$ cat src/rtl/dsm_mod2.sv
// Second-order single-bit delta-sigma modulator (MOD2) with saturating integrators.
// Optional dither: define DSM_DITHER_EN to add a 16-bit LFSR offset into the second integrator.
module dsm_mod2 #(
   parameter int IN_W     = 20,
   parameter int ACC_W    = 24,
   parameter int FS_SHIFT = 19
) (
   input  logic                   clock,
   input  logic                   reset,
   input  logic signed [IN_W-1:0] vin,
   output logic                   pwm
);

   localparam int SW = ACC_W + 2;
   localparam logic signed [SW-1:0] FB_POS  = SW'(64'sd1 <<< FS_SHIFT);
   localparam logic signed [SW-1:0] ACC_MAX = SW'((64'sd1 <<< (ACC_W - 1)) - 64'sd1);
   localparam logic signed [SW-1:0] ACC_MIN = SW'(-(64'sd1 <<< (ACC_W - 1)));

   logic signed [ACC_W-1:0] i1;
   logic signed [ACC_W-1:0] i2;
   logic signed [ACC_W-1:0] i1_next;
   logic signed [ACC_W-1:0] i2_next;
   logic signed [SW-1:0]    x;
   logic signed [SW-1:0]    fb;
   logic signed [SW-1:0]    d;
   logic signed [SW-1:0]    s1;
   logic signed [SW-1:0]    s2;

   // Clamp a wide sum into the integrator range instead of letting it wrap.
   function automatic logic signed [ACC_W-1:0] sat(input logic signed [SW-1:0] s);
      if (s > ACC_MAX)
         return ACC_MAX[ACC_W-1:0];
      else if (s < ACC_MIN)
         return ACC_MIN[ACC_W-1:0];
      else
         return s[ACC_W-1:0];
   endfunction

`ifdef DSM_DITHER_EN
   logic [15:0]       lfsr;
   logic signed [4:0] d_small;

   always_comb begin
      d_small = $signed({1'b0, lfsr[3:0]}) - 5'sd8;
      d       = SW'(d_small);
   end
`else
   always_comb d = '0;
`endif

   // The second integrator sees the freshly updated first integrator (delay-free path).
   always_comb begin
      x       = SW'(vin);
      fb      = pwm ? FB_POS : -FB_POS;
      s1      = SW'(i1) + x - fb;
      i1_next = sat(s1);
      s2      = SW'(i2) + SW'(i1_next) + d - fb;
      i2_next = sat(s2);
   end

   always_ff @(posedge clock) begin
      if (reset) begin
         i1  <= '0;
         i2  <= '0;
         pwm <= 1'b0;
      end else begin
         i1  <= i1_next;
         i2  <= i2_next;
         pwm <= ~i2_next[ACC_W-1];
      end
   end

`ifdef DSM_DITHER_EN
   always_ff @(posedge clock) begin
      if (reset)
         lfsr <= 16'hACE1;
      else
         lfsr <= {lfsr[0] ^ lfsr[2] ^ lfsr[3] ^ lfsr[5], lfsr[15:1]};
   end
`endif

endmodule

$ cat config.mk
export PLATFORM = sky130hd
export DESIGN_NAME = dsm_mod2
export DESIGN_NICKNAME = d
export VERILOG_FILES = /design/src/rtl/dsm_mod2.sv
export SDC_FILE = /design/constraint.sdc
export NUM_CORES = 1
export LEC_CHECK = 0
export ABC_AREA = 0
export CORE_MARGIN = 1
export CORE_UTILIZATION = 40
export CTS_BUF_LIST = sky130_fd_sc_hd__clkbuf_4 sky130_fd_sc_hd__clkbuf_8 sky130_fd_sc_hd__clkbuf_16
export CTS_CLUSTER_DIAMETER = 40
export DETAILED_ROUTE_END_ITERATION = 10
export HOLD_SLACK_MARGIN = 0.05
export PLACE_DENSITY = 0.59
export SLEW_MARGIN = 15
export SYNTH_ARGS = -nofsm -noshare
export SYNTH_HDL_FRONTEND = slang
export SYNTH_SLANG_ARGS = --single-unit
$ cat constraint.sdc
create_clock -name clock -period 7.95 [get_ports clock]
set_input_delay 1.59 -clock clock [delete_from_list [all_inputs] [get_ports clock]]
set_output_delay 1.59 -clock clock [all_outputs]
set_load 0.01 [all_outputs]
==> flow_metrics.py, run 1 <==
metrics = {
    "status": {
        "status": "finished clean",
    },
    "die": {
        "initial_core_util": 0.4093,
        "boundaryPins": 23,
        "die_area_um2": 14020,
        "fp-row-count": 42,
        "die_width_um": 118.4,
        "die_h_um": 118.4,
        "core_um2": 13240,
    },
    "synth": {
        "postSynth.asyncResetShare": 0,
        "synth_common_cells": "inv_1, ha_1, a21oi_1",
        "ys_warn_count": 0,
        "synth_cells": 711,
        "ys_ff_latch": 49,
        "synthesis.area_um2": 5420,
        "syn_area_per_cell_um2": 7.623,
        "synth_area_leader_cell": "ha_1",
        "ys_types": 68,
        "post-synth-top-count-cell": "inv_1",
        "seq_area_frac_synth": 0.1810,
        "synth_nets": 828,
        "synth_edf_count": 0,
        "synthTopCellsByArea": "ha_1, dfxtp_1, inv_1",
        "synth_top_flop_cell": "dfxtp_1",
        "synth_top_area_frac": 0.2008,
    },
    "cts": {
        "h-tree-depth": 2,
        "cts_tree": "built",
        "cts-buffers-inserted": 5,
        "holdBufCountCts": 0,
        "root_buffer": "clkbuf_16",
        "cts.path.max_buffers": 2,
        "cts_sinks": 49,
        "clk_latency_ns": 0.31,
        "clk_pin_slew_ns": 0.07,
    },
    "worst_setup_path": {
        "crit_top_cell": "buf_4",
        "critPathCaptureType": "flop",
        "worst_setup_path_start_kind": "primary input",
        "critPathMaxStageDelay_ns": 0.47,
        "timing.rr.start": "pwm",
        "slowest_stage": "fa_1",
        "cp-startpoint": "vin[19]",
        "timing.rr.end": "i2[7]",
        "worstSetupPathType": "in2reg",
        "crit_required_ns": 8.15,
        "rr_worst_depth": 28,
        "arrival_ns": 7.84,
        "cp_top_family": "compound AO/OA/AOI/OAI gates",
        "reg2reg_slack_ns": 1.38,
        "path_buf_inv": 7,
        "path_max_fanout": 11,
    },
    "sta": {
        "tns_ns": 0,
        "rsz0062_at_grt": "no",
        "worst_clock_skew_ns": 0.003454,
        "drv_slew": 0,
        "hold_violations": 0,
        "maxSlewHeadroom": 0.6123,
        "min_period_over_period": 0.9615,
        "fmax_ghz": 0.1308,
        "setup_viol": 0,
        "period_minus_slack_ns": 7.644,
        "tightest_slew_ns": 0.5807,
    },
    "worst_hold_path": {
        "hold-path-cell-count": 3,
        "hold_class": "reg2reg",
        "hold_start": "i2[0]",
        "min_to": "i2[0]",
    },
    "route": {
        "first_pass_iters": 4,
        "drc": 0,
        "dr.first_iter.drc_count": 400,
        "wl_per_cell_um": 13.68,
        "vias": 5225,
        "ant_nets": 0,
        "viasPerCell": 5.173,
        "finalWirelength_mm": 13.81,
    },
    "layout": {
        "area_delta_synth_final_pct": 26.32,
        "fillCellCount": 1339,
        "drive_gt1_frac": 0.1775,
        "nets": 950,
        "antenna_cells": 0,
        "seq_area_um2": 980.9,
        "multi_input_area_um2": 3861,
    },
    "global_routing": {
        "grt_pass1_vias": 5352,
        "grtUsageTotal": 0.2083,
        "grt_pass1_wl_mm": 23.80,
        "grt_max_degree": 30,
        "overflow": 0,
        "antenna_found_initial": 0,
    },
    "placed_design": {
        "port_buffers": 22,
        "dp_hpwl_mm": 11.03,
        "place_congestion": 0.8786,
    },
    "job": {
        "cap_violations": 0,
    },
}
-- worst reg2reg max path, delay by kind of cell (launching register included) --
kind | cells | cell delay (ns)
AND/OR/NAND/NOR | 4 | 0.61
flip-flops | 1 | 0.69
AO/OA/AOI/OAI | 13 | 2.87
adder cells (fa/ha/maj) | 4 | 1.44
buffers and inverters | 7 | 0.87
-- what timing repair did --
| action | CTS | global route |
|---|---|---|
| cloned | 1 | 0 |
| setup endpoints to repair | 21 | 23 |
| pin swaps | 1 | 5 |
| buffers inserted | 0 | 7 |
| gates resized for setup | 1 | 12 |
-- layer usage --
layer	up-vias	global-route usage	share of wire
li1	2665	-	-
met5	-	0	0
met2	79	0.3559	0.47
met3	20	0.03041	0.035
met4	0	0.08070	0.022
met1	2461	0.2635	0.47
-- worst max path at each step --
stage | cells past startpoint | end | slack [ns]
floorplan | 27 | i2[6] | 0.51
global placement | 28 | i2[7] | -0.22
detailed placement | 28 | i2[7] | -0.41
CTS | 28 | i2[16] | 0.10
global route | 28 | i2[7] | 0.003
finish | 28 | i2[7] | 0.31
-- flip-flops by register name, indices dropped and copies added (netlist names) --
register / flops
i1: 24
pwm: 1
i2: 24
-- area by class of cell --
type / instances / area share
Multi-Input combinational cell: 495 / 0.5640
Timing Repair Buffer: 134 / 0.1586
Sequential cell: 49 / 0.1433
Inverter: 148 / 0.08114
Tap cell: 176 / 0.03216
Clock buffer: 6 / 0.01937
Clock inverter: 2 / 0.001462
-- metrics by stage --
stage,hold WS [ns],cell area (µm²),cells,util,worst slack [ns]
6_report,0.6080,6847,1010,0.5170,0.3063
5_1_grt,0.6614,6847,1010,0.5170,0.003020
4_1_cts,0.6122,6719,1003,0.5074,0.1042
3_5_place_dp,0.5953,6556,994,0.4951,-0.4054
3_3_place_gp,0.5802,6556,994,0.4951,-0.2184
2_1_floorplan,0.5655,5420,711,-,0.5111
-- cells by family after synthesis --
family | after synthesis | synth area share
AO/OA/AOI/OAI | 204 | 0.2618
buffers and inverters | 168 | 0.1219
AND/OR/NAND/NOR | 159 | 0.1468
adder cells (fa/ha/maj) | 95 | 0.2304
flip-flops | 49 | 0.1810
XOR/XNOR | 36 | 0.05817
-- placed cells by master, fill, tap and decap left out, drive strengths merged, types with 3 or more instances in the layout --
master and instances:
nor2b 10, nor4 3, xnor2 27, and3 13
o21bai 8, o21a 6, a31o 4, o21ai 30
a221oi 5, ha 87, a31oi 8, a211o 3
fa 8, and2 3, a21oi 67, nor3 10
nand3 10, o211ai 5, clkbuf 6, xor2 9
nand2b 7, a21boi 3, a2bb2oi 3, a211oi 5
nor2 46, a21o 39, buf 112, nand4 10
inv 148, clkdlybuf4s50 22, nand2 36, dfxtp 49
Power of run 1 is not shown: default switching activity piles up to over one toggle a cycle in this logic, so the estimate is an artifact.
==> run 2: changes to the inputs <==
--- a/config.mk
+++ b/config.mk
@@ -6,6 +6,7 @@
 export NUM_CORES = 1
 export LEC_CHECK = 0
 export ABC_AREA = 0
+export CAP_MARGIN = 20
 export CORE_MARGIN = 1
 export CORE_UTILIZATION = 40
 export CTS_BUF_LIST = sky130_fd_sc_hd__clkbuf_4 sky130_fd_sc_hd__clkbuf_8 sky130_fd_sc_hd__clkbuf_16
==> results of run 2 <==
Final layout, timing and power as in run 1 (identical DEF).
Power of run 2 is left out for the same reason.
